$ cat src/rtl/shift_piso_tx.sv
// Parallel-in serial-out frame transmitter: start bit, WIDTH data bits, optional even parity, stop bit.
// Define SHIFT_PISO_PARITY_EN to compile in the parity bit between the last data bit and the stop bit.
module shift_piso_tx #(
  parameter int WIDTH     = 8,
  parameter bit MSB_FIRST = 1'b1
) (
  input  logic             clk,
  input  logic             rst,
  input  logic [WIDTH-1:0] data_in,
  input  logic             load_valid,
  output logic             load_ready,
  output logic             serial_out,
  output logic             frame_active,
  output logic             done
);

  localparam int CW = (WIDTH > 2) ? $clog2(WIDTH) : 1;
  localparam logic [CW-1:0] LAST_BIT = CW'(WIDTH - 1);

  typedef enum logic [2:0] {
    IDLE   = 3'd0,
    START  = 3'd1,
    DATA   = 3'd2,
`ifdef SHIFT_PISO_PARITY_EN
    PARITY = 3'd3,
`endif
    STOP   = 3'd4
  } state_t;

  function automatic logic head_bit(input logic [WIDTH-1:0] w);
    if (MSB_FIRST) begin
      return w[WIDTH-1];
    end else begin
      return w[0];
    end
  endfunction

  function automatic logic [WIDTH-1:0] advance(input logic [WIDTH-1:0] w);
    if (MSB_FIRST) begin
      return {w[WIDTH-2:0], 1'b0};
    end else begin
      return {1'b0, w[WIDTH-1:1]};
    end
  endfunction

`ifdef SHIFT_PISO_PARITY_EN
  function automatic logic even_parity(input logic [WIDTH-1:0] w);
    return ^w;
  endfunction

  logic par_r;
  logic par_nxt_s;
`endif

  state_t           state_r;
  state_t           state_nxt_s;
  logic [WIDTH-1:0] shift_r;
  logic [WIDTH-1:0] shift_nxt_s;
  logic [CW-1:0]    cnt_r;
  logic [CW-1:0]    cnt_nxt_s;
  logic             accept_s;
  logic             serial_nxt_s;
  logic             active_nxt_s;
  logic             done_nxt_s;
  logic             serial_r;
  logic             active_r;
  logic             done_r;

  assign load_ready   = (state_r == IDLE) || (state_r == STOP);
  assign accept_s     = load_valid && load_ready;
  assign serial_out   = serial_r;
  assign frame_active = active_r;
  assign done         = done_r;

  // Next-state logic; line outputs are derived from the next state so they register in step with it.
  always_comb begin
    state_nxt_s  = state_r;
    shift_nxt_s  = shift_r;
    cnt_nxt_s    = cnt_r;
`ifdef SHIFT_PISO_PARITY_EN
    par_nxt_s    = par_r;
`endif
    serial_nxt_s = 1'b1;
    active_nxt_s = 1'b0;
    done_nxt_s   = 1'b0;

    case (state_r)
      IDLE, STOP: begin
        if (accept_s) begin
          state_nxt_s = START;
          shift_nxt_s = data_in;
`ifdef SHIFT_PISO_PARITY_EN
          par_nxt_s   = even_parity(data_in);
`endif
        end else begin
          state_nxt_s = IDLE;
        end
      end
      START: begin
        state_nxt_s = DATA;
        cnt_nxt_s   = {CW{1'b0}};
      end
      DATA: begin
        if (cnt_r == LAST_BIT) begin
`ifdef SHIFT_PISO_PARITY_EN
          state_nxt_s = PARITY;
`else
          state_nxt_s = STOP;
`endif
        end else begin
          cnt_nxt_s   = cnt_r + CW'(1);
          shift_nxt_s = advance(shift_r);
        end
      end
`ifdef SHIFT_PISO_PARITY_EN
      PARITY: begin
        state_nxt_s = STOP;
      end
`endif
      default: begin
        state_nxt_s = IDLE;
      end
    endcase

    case (state_nxt_s)
      START: begin
        serial_nxt_s = 1'b0;
        active_nxt_s = 1'b1;
      end
      DATA: begin
        serial_nxt_s = head_bit(shift_nxt_s);
        active_nxt_s = 1'b1;
      end
`ifdef SHIFT_PISO_PARITY_EN
      PARITY: begin
        serial_nxt_s = par_nxt_s;
        active_nxt_s = 1'b1;
      end
`endif
      STOP: begin
        serial_nxt_s = 1'b1;
        active_nxt_s = 1'b1;
        done_nxt_s   = 1'b1;
      end
      default: begin
        serial_nxt_s = 1'b1;
        active_nxt_s = 1'b0;
      end
    endcase
  end

  // State, datapath and registered line outputs.
  always_ff @(posedge clk) begin
    if (rst) begin
      state_r  <= IDLE;
      shift_r  <= {WIDTH{1'b0}};
      cnt_r    <= {CW{1'b0}};
`ifdef SHIFT_PISO_PARITY_EN
      par_r    <= 1'b0;
`endif
      serial_r <= 1'b1;
      active_r <= 1'b0;
      done_r   <= 1'b0;
    end else begin
      state_r  <= state_nxt_s;
      shift_r  <= shift_nxt_s;
      cnt_r    <= cnt_nxt_s;
`ifdef SHIFT_PISO_PARITY_EN
      par_r    <= par_nxt_s;
`endif
      serial_r <= serial_nxt_s;
      active_r <= active_nxt_s;
      done_r   <= done_nxt_s;
    end
  end

endmodule

$ cat config.mk
export PLATFORM = sky130hd
export DESIGN_NAME = shift_piso_tx
export DESIGN_NICKNAME = d
export VERILOG_FILES = /design/src/rtl/shift_piso_tx.sv
export SDC_FILE = /design/constraint.sdc
export NUM_CORES = 1
export LEC_CHECK = 0
export BUFFER_PORTS_ARGS = -buffer_cell sky130_fd_sc_hd__clkbuf_2
export CAP_MARGIN = 20
export CELL_PAD_IN_SITES_DETAIL_PLACEMENT = 0
export CELL_PAD_IN_SITES_GLOBAL_PLACEMENT = 1
export CORE_MARGIN = 2
export CORE_UTILIZATION = 38
export DETAILED_ROUTE_END_ITERATION = 6
export PLACE_DENSITY_LB_ADDON = 0.1
export SYNTH_ARGS = -nofsm -noshare
export SYNTH_HDL_FRONTEND = slang
export SYNTH_SLANG_ARGS = --single-unit
$ cat constraint.sdc
create_clock -name clk -period 2.1 [get_ports clk]
set_input_delay 0 -clock clk [delete_from_list [all_inputs] [get_ports clk]]
set_output_delay 0 -clock clk [all_outputs]
set_load 0.03 [all_outputs]
==> flow_summary.rst <==
.. list-table::
   :header-rows: 1

   * - Metric
     - Value
   * - Status
     - completed
   * - Setup total negative slack
     - 0 ps
   * - Die Y-Extent
     - 46.8 um
   * - Die area
     - 2190 um^2
   * - Endpoint of the most critical register-to-register path
     - serial_out
   * - Min-Delay Path Class
     - in -> reg
   * - Initial Util
     - 40.2%
   * - Min Tclk post-route
     - 1800 ps
   * - Skew final
     - 4.77 ps
   * - Hold wc startpoint
     - data_in[1]
   * - CTS max path bufs
     - 2
   * - Type of origin of the critical path
     - flop
   * - Final weighted congestion in routability-driven placement
     - 0.743
   * - Number of antenna cells inserted
     - 0
   * - Clk slew on worst S/H paths
     - 90 ps
   * - Top-area cell type share of the netlist area
     - 49.0%
   * - Layout overhead on the synthesized area
     - 25.9%
   * - Slew Limit Fails
     - 0
   * - TritonCTS clock tree
     - done
   * - Endpoint class of the critical path
     - flop
   * - Number of vias in the routed layout
     - 536
   * - Post-synthesis sequential element count
     - 17
   * - Slowest cell delay on critical path
     - 470 ps
   * - Clock network latency to the later pin of the worst-skew pair
     - 280 ps
   * - Sequential area share after synthesis
     - 49.0%
   * - First DRT Iteration DRCs
     - 6
   * - Final setup viols
     - 0
   * - Ys Warns
     - 0
   * - Initial antenna violation count
     - 0
   * - Max_cap viols
     - 0
   * - Power per unit of standard cell area
     - 719 nW/um^2
   * - Number of clock buffers inserted by TritonCTS
     - 3
   * - Synthesized area per cell
     - 10.5 um^2
   * - First-pass iteration count of the detailed router
     - 3
   * - Nets in the synthesized netlist
     - 79
   * - Aggregate routed wire length
     - 1.23 mm
   * - Most frequent cell on the critical path
     - sky130_fd_sc_hd__ha_1
   * - Final core utilization
     - 50.7%
   * - Most common cell after layout, fill and taps aside
     - sky130_fd_sc_hd__dfxtp_1
   * - Actual slew at the worst max-slew pin
     - 446 ps
   * - Number of levels in the clock H-tree
     - 1
   * - Cell leakage power
     - 0.000367 uW
   * - Half-perimeter wire length after placement
     - 872 um
   * - Overall power
     - 629 uW
   * - Arrival time reported for the critical path endpoint
     - 1970 ps
   * - Maximum number of pins on one net before global-route repair
     - 16
   * - Period utilization
     - 85.9%
   * - Commonest non-fill, non-tap cells in the layout
     - sky130_fd_sc_hd__dfxtp_1 (17), sky130_fd_sc_hd__clkbuf_2 (14), sky130_fd_sc_hd__nor2_1 (9), sky130_fd_sc_hd__a22oi_1 (9), sky130_fd_sc_hd__nand2_1 (7)
   * - Required arrival time at the worst endpoint
     - 2270 ps
   * - Gate count of the mapped netlist
     - 66
   * - Worst-path fanout max
     - 8
   * - Count of distinct cell types in the synthesized netlist
     - 20
   * - Number of gates given a new drive strength after cts
     - 0
   * - Rel. slew slack
     - 70.2%
   * - Netlist area before placement
     - 694 um^2
   * - Count of standard-cell rows
     - 15
   * - Category of the critical setup timing path
     - reg -> reg
   * - Final count of hold timing violations
     - 0
   * - Worst R2R Setup Slack
     - 300 ps
   * - Via count of the first global-routing pass
     - 443
   * - Total Nets Final
     - 103
   * - Width of the die
     - 46.8 um
   * - Worst Hold End
     - shift_r[1]
   * - Number of DRC violations after detailed routing
     - 0
   * - Global router's overall resource usage
     - 13.1%
   * - Worst vdd ir
     - 407 uV
   * - Global-route wire length before repair
     - 1.89 mm
   * - Root buffer cell
     - sky130_fd_sc_hd__clkbuf_4
   * - Setup repair after global routing missed its margin
     - no
   * - Number of buffers added on ports
     - 14
   * - Vias per inst
     - 4.70
   * - Average wire length per cell after detail routing
     - 10.7 um
   * - R2r startpoint
     - cnt_r[0]
   * - Total grt overflow
     - 0
   * - Antenna Nets Post-Route
     - 0
   * - Peak Freq
     - 554 MHz
   * - CP max-delay cell
     - sky130_fd_sc_hd__nor4b_4
   * - Core Region
     - 1730 um^2
   * - Leading cell types by total area after synthesis
     - sky130_fd_sc_hd__dfxtp_1 (49%), sky130_fd_sc_hd__a22oi_1 (9.7%), sky130_fd_sc_hd__nor2_1 (4.9%), sky130_fd_sc_hd__a21oi_1 (4.3%), sky130_fd_sc_hd__nand2_1 (3.8%)
   * - Cell count of the worst reg-to-reg path
     - 6
   * - Count of cells along the worst hold path
     - 3
   * - Cell type contributing the most total cell area after synthesis
     - sky130_fd_sc_hd__dfxtp_1
   * - Post-Route Hold Slack
     - 18.5 ps
   * - CTS Sinks
     - 17
   * - Number of I/O pins
     - 15
   * - Crit-path cells
     - ha_1 > ha_1 > nor4b_4 > nor2_2 > a21oi_2 > o21ai_2
   * - Share of layout cells above drive strength 1
     - 31.5%
   * - Count of fill cells added during filler insertion
     - 179
per-stage QoR:
stage | setup WS, ps | cell area [um^2] | instances
after CTS | 284 | 875 | 114
after floorplan | 547 | 694 | 66
after detailed placement | 289 | 788 | 104
after global placement | 353 | 788 | 104
after global routing | 179 | 875 | 114
final | 296 | 875 | 114
area by class of cell:
type	instances	area, um^2	share of cell area, %
well taps	25	31.3	3.58
flip-flops and latches	17	340	38.9
clock buffers	4	26.3	3.00
multi-input cells	47	339	38.8
repair buffers	21	138	15.7
layer usage:
layer,global-route usage (%),share of wire (%),routed length [um]
met1,15.9,50,615
met2,19.7,45,555
met3,6.92,3.3,41
met4,5.00,0.98,12
met5,0,0,0
logic make-up after synthesis:
kind of cell / after synthesis / synth area share [%]
flip-flops: 17 / 49.0
adder cells (fa/ha/maj): 2 / 3.60
AO/OA/AOI/OAI: 20 / 22.0
buffers and inverters: 2 / 2.16
multiplexers: 1 / 1.44
AND/OR/NAND/NOR: 24 / 21.8
synthesized netlist by cell type:
cell	count
sky130_fd_sc_hd__nor3b_4	1
sky130_fd_sc_hd__or2_1	1
sky130_fd_sc_hd__nor4b_4	1
sky130_fd_sc_hd__o21ai_2	1
sky130_fd_sc_hd__dfxtp_1	17
sky130_fd_sc_hd__a22o_4	1
sky130_fd_sc_hd__nor3b_1	1
sky130_fd_sc_hd__buf_6	1
sky130_fd_sc_hd__mux2i_1	1
sky130_fd_sc_hd__a22oi_1	9
sky130_fd_sc_hd__ha_1	2
sky130_fd_sc_hd__nor2b_1	1
sky130_fd_sc_hd__clkbuf_1	1
sky130_fd_sc_hd__o21bai_2	1
sky130_fd_sc_hd__a21oi_2	2
sky130_fd_sc_hd__nand2_1	7
sky130_fd_sc_hd__and4b_2	2
sky130_fd_sc_hd__a21oi_1	6
sky130_fd_sc_hd__nor2_2	1
sky130_fd_sc_hd__nor2_1	9
worst max-delay path by stage:
stage	startpoint	endpoint	slack (ps)	depth (start not counted)
2_1_floorplan	cnt_r[0]	serial_out	550	7
3_3_place_gp	cnt_r[0]	serial_out	350	6
3_5_place_dp	cnt_r[0]	serial_out	290	6
4_1_cts	cnt_r[0]	serial_out	280	6
5_1_grt	cnt_r[0]	serial_out	180	6
6_report	cnt_r[0]	serial_out	300	6
state kept, by name, indices dropped and copies added (netlist names):
signal and count:
shift_r 8, cnt_r 3, state_r 3, done 1, frame_active 1, serial_out 1
power by group:
part           switching, uW  total (uW)  internal [uW]
logic                   60.6         109           48.0
clock network           90.8         164           73.6
registers               14.0         356            342
total                    165         629            464
what timing repair did:
action / CTS / global route
setup buffers: 0 / 0
endpoints found under the hold margin: 6 / 0
hold buffers: 6 / 0
critical path, delay by kind of cell (launching register included):
kind,cells,cell delay [ps]
simple gates,2,650
compound gates,2,270
flops,1,330
fa+ha+maj,2,440
Power figures use the tool's default switching activity.
